### src/rtl/mips_pkg.sv
// Shared constants and types for the multicycle MIPS controller: opcodes, funct codes,
// ALU control encodings, the ALU-op class and the 4-bit FSM state encoding.
package mips_pkg;

  localparam logic [5:0] OP_RTYPE = 6'h00;
  localparam logic [5:0] OP_J     = 6'h02;
  localparam logic [5:0] OP_BEQ   = 6'h04;
  localparam logic [5:0] OP_BNE   = 6'h05;
  localparam logic [5:0] OP_ADDI  = 6'h08;
  localparam logic [5:0] OP_LW    = 6'h23;
  localparam logic [5:0] OP_SW    = 6'h2B;

  localparam logic [5:0] FN_ADD = 6'h20;
  localparam logic [5:0] FN_SUB = 6'h22;
  localparam logic [5:0] FN_AND = 6'h24;
  localparam logic [5:0] FN_OR  = 6'h25;
  localparam logic [5:0] FN_SLT = 6'h2A;

  localparam logic [2:0] ALU_AND = 3'b000;
  localparam logic [2:0] ALU_OR  = 3'b001;
  localparam logic [2:0] ALU_ADD = 3'b010;
  localparam logic [2:0] ALU_SUB = 3'b110;
  localparam logic [2:0] ALU_SLT = 3'b111;

  // ALUOP_ADD is the all-zero code so an idle state naturally requests an add
  typedef enum logic [1:0] {
    ALUOP_ADD   = 2'b00,
    ALUOP_SUB   = 2'b01,
    ALUOP_FUNCT = 2'b10
  } aluop_t;

  typedef enum logic [3:0] {
    S_FETCH   = 4'd0,
    S_DECODE  = 4'd1,
    S_MEMADR  = 4'd2,
    S_MEMRD   = 4'd3,
    S_MEMWB   = 4'd4,
    S_MEMWR   = 4'd5,
    S_EXECUTE = 4'd6,
    S_ALUWB   = 4'd7,
    S_BEQ     = 4'd8,
    S_ADDIEX  = 4'd9,
    S_ADDIWB  = 4'd10,
    S_JUMP    = 4'd11,
    S_BNE     = 4'd12
  } state_t;

endpackage

### src/rtl/mc_controller_if.sv
// Controller <-> datapath bundle: decoded instruction fields and status in, selects and
// write enables out. The datapath side uses the master modport, the controller the slave.
interface mc_controller_if;
  logic [5:0] op;
  logic [5:0] funct;
  logic       zero;
  logic       mem_ready;
  logic       pcen;
  logic       iord;
  logic       memwrite;
  logic       irwrite;
  logic       regdst;
  logic       memtoreg;
  logic       regwrite;
  logic       alusrca;
  logic [1:0] alusrcb;
  logic [1:0] pcsrc;
  logic [2:0] alucontrol;
  logic       illegal;
  logic [3:0] state_o;

  modport master (
    output op, funct, zero, mem_ready,
    input  pcen, iord, memwrite, irwrite, regdst, memtoreg, regwrite,
           alusrca, alusrcb, pcsrc, alucontrol, illegal, state_o
  );

  modport slave (
    input  op, funct, zero, mem_ready,
    output pcen, iord, memwrite, irwrite, regdst, memtoreg, regwrite,
           alusrca, alusrcb, pcsrc, alucontrol, illegal, state_o
  );
endinterface

### src/rtl/mc_aludec.sv
// Combinational ALU decoder: maps the controller's ALU-op class (and funct for R-type)
// onto the 3-bit ALU control code. Unknown funct values fall back to add.
module mc_aludec
  import mips_pkg::*;
(
  input  aluop_t     aluop,
  input  logic [5:0] funct,
  output logic [2:0] alucontrol
);

  always_comb begin
    alucontrol = ALU_ADD;
    case (aluop)
      ALUOP_ADD: alucontrol = ALU_ADD;
      ALUOP_SUB: alucontrol = ALU_SUB;
      ALUOP_FUNCT: begin
        case (funct)
          FN_ADD:  alucontrol = ALU_ADD;
          FN_SUB:  alucontrol = ALU_SUB;
          FN_AND:  alucontrol = ALU_AND;
          FN_OR:   alucontrol = ALU_OR;
          FN_SLT:  alucontrol = ALU_SLT;
          default: alucontrol = ALU_ADD;
        endcase
      end
      default: alucontrol = ALU_ADD;
    endcase
  end

endmodule

### src/rtl/mc_controller.sv
// Multicycle MIPS control unit: Moore FSM sequencing a shared-memory datapath with a
// memory-ready stall. Optional BNE support is compiled in with `define MC_BNE_EN.
module mc_controller
  import mips_pkg::*;
#(
  parameter state_t RESET_STATE = S_FETCH
) (
  input  logic             clk,
  input  logic             reset,
  mc_controller_if.slave   bus
);

  state_t     state, state_n;
  aluop_t     aluop;
  logic       pcwrite, branch, branch_ne;
  logic       irwrite_c, memwrite_c, regwrite_c, illegal_c;
  logic       iord_c, regdst_c, memtoreg_c, alusrca_c;
  logic [1:0] alusrcb_c, pcsrc_c;

  always_ff @(posedge clk) begin
    if (reset) state <= RESET_STATE;
    else       state <= state_n;
  end

  always_comb begin
    state_n    = S_FETCH;
    aluop      = ALUOP_ADD;
    pcwrite    = 1'b0;
    branch     = 1'b0;
    branch_ne  = 1'b0;
    irwrite_c  = 1'b0;
    memwrite_c = 1'b0;
    regwrite_c = 1'b0;
    illegal_c  = 1'b0;
    iord_c     = 1'b0;
    regdst_c   = 1'b0;
    memtoreg_c = 1'b0;
    alusrca_c  = 1'b0;
    alusrcb_c  = 2'b00;
    pcsrc_c    = 2'b00;

    case (state)
      S_FETCH: begin
        alusrcb_c = 2'b01;
        // IR load and PC+4 only happen in the cycle the memory actually returns data
        if (bus.mem_ready) begin
          irwrite_c = 1'b1;
          pcwrite   = 1'b1;
          state_n   = S_DECODE;
        end else begin
          state_n   = S_FETCH;
        end
      end
      S_DECODE: begin
        alusrcb_c = 2'b11;
        case (bus.op)
          OP_LW, OP_SW: state_n = S_MEMADR;
          OP_RTYPE:     state_n = S_EXECUTE;
          OP_BEQ:       state_n = S_BEQ;
          OP_ADDI:      state_n = S_ADDIEX;
          OP_J:         state_n = S_JUMP;
`ifdef MC_BNE_EN
          OP_BNE:       state_n = S_BNE;
`endif
          default: begin
            illegal_c = 1'b1;
            state_n   = S_FETCH;
          end
        endcase
      end
      S_MEMADR: begin
        alusrca_c = 1'b1;
        alusrcb_c = 2'b10;
        state_n   = (bus.op == OP_LW) ? S_MEMRD : S_MEMWR;
      end
      S_MEMRD: begin
        iord_c  = 1'b1;
        state_n = bus.mem_ready ? S_MEMWB : S_MEMRD;
      end
      S_MEMWB: begin
        memtoreg_c = 1'b1;
        regwrite_c = 1'b1;
      end
      S_MEMWR: begin
        iord_c     = 1'b1;
        memwrite_c = 1'b1;
        state_n    = bus.mem_ready ? S_FETCH : S_MEMWR;
      end
      S_EXECUTE: begin
        alusrca_c = 1'b1;
        aluop     = ALUOP_FUNCT;
        state_n   = S_ALUWB;
      end
      S_ALUWB: begin
        regdst_c   = 1'b1;
        regwrite_c = 1'b1;
      end
      S_BEQ: begin
        alusrca_c = 1'b1;
        aluop     = ALUOP_SUB;
        pcsrc_c   = 2'b01;
        branch    = 1'b1;
      end
      S_ADDIEX: begin
        alusrca_c = 1'b1;
        alusrcb_c = 2'b10;
        state_n   = S_ADDIWB;
      end
      S_ADDIWB: regwrite_c = 1'b1;
      S_JUMP: begin
        pcsrc_c = 2'b10;
        pcwrite = 1'b1;
      end
`ifdef MC_BNE_EN
      S_BNE: begin
        alusrca_c = 1'b1;
        aluop     = ALUOP_SUB;
        pcsrc_c   = 2'b01;
        branch_ne = 1'b1;
      end
`endif
      default: state_n = S_FETCH;
    endcase
  end

  mc_aludec u_aludec (
    .aluop      (aluop),
    .funct      (bus.funct),
    .alucontrol (bus.alucontrol)
  );

  // Every state-changing strobe is gated by reset so nothing writes while it is held
  assign bus.pcen     = ~reset & (pcwrite | (branch & bus.zero) | (branch_ne & ~bus.zero));
  assign bus.irwrite  = ~reset & irwrite_c;
  assign bus.memwrite = ~reset & memwrite_c;
  assign bus.regwrite = ~reset & regwrite_c;
  assign bus.illegal  = ~reset & illegal_c;
  assign bus.iord     = iord_c;
  assign bus.regdst   = regdst_c;
  assign bus.memtoreg = memtoreg_c;
  assign bus.alusrca  = alusrca_c;
  assign bus.alusrcb  = alusrcb_c;
  assign bus.pcsrc    = pcsrc_c;
  assign bus.state_o  = state;

endmodule

### src/flat_wrapper.sv
// flat-port wrapper written by rule: the top's interface ports become plain ports
module mc_controller_flat import mips_pkg::*;
#(
  parameter state_t RESET_STATE = S_FETCH
)
  (clk, reset, bus_op, bus_funct, bus_zero, bus_mem_ready, bus_pcen, bus_iord, bus_memwrite, bus_irwrite, bus_regdst, bus_memtoreg, bus_regwrite, bus_alusrca, bus_alusrcb, bus_pcsrc, bus_alucontrol, bus_illegal, bus_state_o);
  mc_controller_if bus_i ();
  input  logic clk;
  input  logic reset;
  input wire logic [$bits(bus_i.op)-1:0] bus_op;
  input wire logic [$bits(bus_i.funct)-1:0] bus_funct;
  input wire logic [$bits(bus_i.zero)-1:0] bus_zero;
  input wire logic [$bits(bus_i.mem_ready)-1:0] bus_mem_ready;
  output wire logic [$bits(bus_i.pcen)-1:0] bus_pcen;
  output wire logic [$bits(bus_i.iord)-1:0] bus_iord;
  output wire logic [$bits(bus_i.memwrite)-1:0] bus_memwrite;
  output wire logic [$bits(bus_i.irwrite)-1:0] bus_irwrite;
  output wire logic [$bits(bus_i.regdst)-1:0] bus_regdst;
  output wire logic [$bits(bus_i.memtoreg)-1:0] bus_memtoreg;
  output wire logic [$bits(bus_i.regwrite)-1:0] bus_regwrite;
  output wire logic [$bits(bus_i.alusrca)-1:0] bus_alusrca;
  output wire logic [$bits(bus_i.alusrcb)-1:0] bus_alusrcb;
  output wire logic [$bits(bus_i.pcsrc)-1:0] bus_pcsrc;
  output wire logic [$bits(bus_i.alucontrol)-1:0] bus_alucontrol;
  output wire logic [$bits(bus_i.illegal)-1:0] bus_illegal;
  output wire logic [$bits(bus_i.state_o)-1:0] bus_state_o;
  assign bus_i.op = bus_op;
  assign bus_i.funct = bus_funct;
  assign bus_i.zero = bus_zero;
  assign bus_i.mem_ready = bus_mem_ready;
  assign bus_pcen = bus_i.pcen;
  assign bus_iord = bus_i.iord;
  assign bus_memwrite = bus_i.memwrite;
  assign bus_irwrite = bus_i.irwrite;
  assign bus_regdst = bus_i.regdst;
  assign bus_memtoreg = bus_i.memtoreg;
  assign bus_regwrite = bus_i.regwrite;
  assign bus_alusrca = bus_i.alusrca;
  assign bus_alusrcb = bus_i.alusrcb;
  assign bus_pcsrc = bus_i.pcsrc;
  assign bus_alucontrol = bus_i.alucontrol;
  assign bus_illegal = bus_i.illegal;
  assign bus_state_o = bus_i.state_o;
  mc_controller #(.RESET_STATE(RESET_STATE)) u_core (.clk(clk), .reset(reset), .bus(bus_i));
endmodule
### config.mk
export PLATFORM = sky130hd
export DESIGN_NAME = mc_controller_flat
export DESIGN_NICKNAME = d
export VERILOG_FILES = /design/src/rtl/mips_pkg.sv /design/src/rtl/mc_controller_if.sv /design/src/rtl/mc_aludec.sv /design/src/rtl/mc_controller.sv /design/src/flat_wrapper.sv
export SDC_FILE = /design/constraint.sdc
export NUM_CORES = 1
export LEC_CHECK = 0
export CAP_MARGIN = 20
export CORE_MARGIN = 3
export CORE_UTILIZATION = 40
export DETAILED_ROUTE_END_ITERATION = 16
export GPL_ROUTABILITY_DRIVEN = 0
export PLACE_DENSITY = 0.89
export SYNTH_ARGS = -nofsm -noshare
export SYNTH_HDL_FRONTEND = slang
export SYNTH_SLANG_ARGS = --single-unit
### constraint.sdc
create_clock -name clk -period 2.9 [get_ports clk]
set_input_delay 0.435 -clock clk [delete_from_list [all_inputs] [get_ports clk]]
set_output_delay 0.435 -clock clk [all_outputs]
set_load 0.01 [all_outputs]
==> results.cfg <==
[setup_path]
crit_chain = clkdlybuf4s50_1 > o21ai_0 > and3_1 > nor4_1 > clkdlybuf4s50_1
cp.required_ns = 2.47
max_stage_delay_ns = 0.61
crit_fanout = 7
arrival_ns = 2.27
critPathSlowestCell = clkdlybuf4s50_1
start_kind = input port
endpoint_kind = output pin
critPathKind = in2out
timing.critical_path.mode_cell = clkdlybuf4s50_1

[pwr]
swShare_pct = 30.13
power_frac_seq_pct = 29.5
p_sw_mw = 0.06369
intPower_mw = 0.1477
p_leak_nw = 0.3542
ir_drop_mv = 0.2199
clkPwrFrac_pct = 32.7
combPwrFrac_pct = 37.8
p_per_area_mw_per_mm2 = 207.8

[finish]
multi_input_area_sq_um = 513.0
regArea_sq_um = 82.58
layout_common_cells = clkdlybuf4s50_1 (35), nand2_1 (9), nor2_1 (8)
area_delta_synth_final_pct = 59.41
antenna_cells = 0
finalInstanceArea_sq_mm = 0.001017
mostFrequentLayoutCell = clkdlybuf4s50_1
drive_gt1_share_pct = 9.302
fillers = 119
post-route-util_pct = 72.72
largest_reg_flops = 4
layout.cells.non_filler = 144
final_nets = 150

[die]
die-area_sq_mm = 0.002110
start_util_pct = 45.62
die_w_um = 45.94
pin_count = 36
fp.dieH_um = 45.94
core_sq_mm = 0.001399
row_count = 13

[detailed_routing]
wire_per_inst_um = 14.06
drc = 0
ant_nets = 0
dr.pass1.iters = 4
drtIter0Drc = 16
via_per_inst = 5.736
vias = 826
wirelength_um = 2024

[grt]
antenna_found_initial = 0
grt_pass1_wl_um = 3408
grt-ovfl-total = 0
track_usage_pct = 21.54
grt_pass1_vias = 773
grt_max_degree = 15

[yosys]
synth.avg_cell_area_sq_um = 6.717
ys_warn_count = 0
synth_area_leader_cell = dfxtp_1
synth-edff-count = 0
ys_ff_latch = 4
synthCells = 95
synth_seq_area_share_pct = 12.55
synthArstFlopShare_pct = 0
synth.distinct_cells = 40
yosysTopAreaCellShare_pct = 12.55
netlist_area_sq_um = 638.1
syn_nets = 114
synth_area_leaders = dfxtp_1 (13%), ha_1 (5.9%), nor3_1 (5.5%)
ys.flop_type = dfxtp_1

[sta]
setup_viol = 0
slew_headroom_pct = 71.09
post-route-min-period_ns = 2.707
finalCritPeriodShare_pct = 93.33
rsz0062_at_grt = no
hold_viol = 0
setup_tns_ns = 0
drv_slew = 0
fin_worst_skew_ns = 0.001774
fmax_mhz = 369.5
tightest_slew_ns = 0.4303

[place]
placedInstanceArea_sq_um = 989.7
hpwlAfterDp_um = 1609
port_buffers = 35
dp.cells = 141

[clock_tree]
cts_hold_buffers = 0
clk_latency_ns = 0.23
cts.sinks = 4
clk_pin_slew_ns = 0.04
numCtsBuffers = 3
clock-root-buffer = clkbuf_4
clockBufferDepth = 2
htreeDepth = 1
tritoncts = yes

[run]
max_cap_violations = 0

[hold_path]
hp-class = reg2reg

[outcome]
status = complete, no violations
## synthesized netlist by cell type (4+ instances only)
cell and n:
a21oi_1 5, nand2_1 9, o21ai_0 4, nor3_1 7, inv_1 4, nor2_1 9, nand3_1 4, dfxtp_1 4
buf_2 4
## power by group through the flow
stage                     Sequential, mW  Clock [mW]  Combinational [mW]
after floorplan                   0.0602           0              0.0382
after global placement            0.0629           0              0.0764
after detailed placement          0.0632           0              0.0784
after CTS                         0.0623      0.0717              0.0792
after global routing              0.0632      0.0766              0.0868
final                             0.0623      0.0692              0.0798
## area by class of cell
cell class / instances / area share (%)
multi-input combinational: 81 / 50.43
timing repair buffer: 37 / 35.92
sequential: 4 / 8.118
clock buffer: 3 / 2.214
tap: 15 / 1.845
inverter: 4 / 1.476
## logic make-up (layout without fill, tap and decap cells)
logic type	Yosys count	count (layout)	share of synthesized area, %
simple gates	51	51	43.33
xor+xnor	3	3	4.118
flops	4	4	12.55
fa+ha+maj	3	3	5.883
buf+inv	10	44	7.450
mux	1	1	1.765
compound gates	23	23	24.90
## critical path: cells and delay by family
family | cells | cell delay (ns)
buffers and inverters | 2 | 1.20
AOI/OAI and AO/OA | 1 | 0.15
and+or+nand+nor | 2 | 0.47
## metal layers
| layer | up-vias | GRT usage [%] | share of wire [%] |
|---|---|---|---|
| met5 | - | 0 | 0 |
| met4 | 0 | 3.977 | 0 |
| met3 | 0 | 5.138 | 9.6 |
| met2 | 47 | 36.26 | 49 |
| met1 | 364 | 27.67 | 41 |
| li1 | 415 | - | - |
## worst paths after layout
kind	from	to	slack [ns]	cells after the start
setup / recovery	bus_op[3]	bus_illegal	0.19	5
hold / removal	u_core.bus.state_o[2]	u_core.bus.state_o[3]	0.68	2
setup reg to reg	u_core.bus.state_o[0]	u_core.bus.state_o[0]	1.35	4
hold reg to reg	u_core.bus.state_o[2]	u_core.bus.state_o[3]	0.68	2
## metrics by stage
stage	power, mW	worst slack [ns]	hold WS [ns]
CTS	0.2133	0.1713	0.7658
global placement	0.1392	0.2895	0.7460
global route	0.2265	0.03510	0.7226
floorplan	0.09843	1.028	0.5148
detailed placement	0.1416	0.2075	0.7575
finish	0.2114	0.1935	0.6825
## repair_timing
item	in CTS	in global routing
buffers inserted	0	0
endpoints found under the setup margin	0	1
hold endpoints to repair	0	0
resized for setup	0	3
Note: power is estimated with default switching activity, not from simulation.
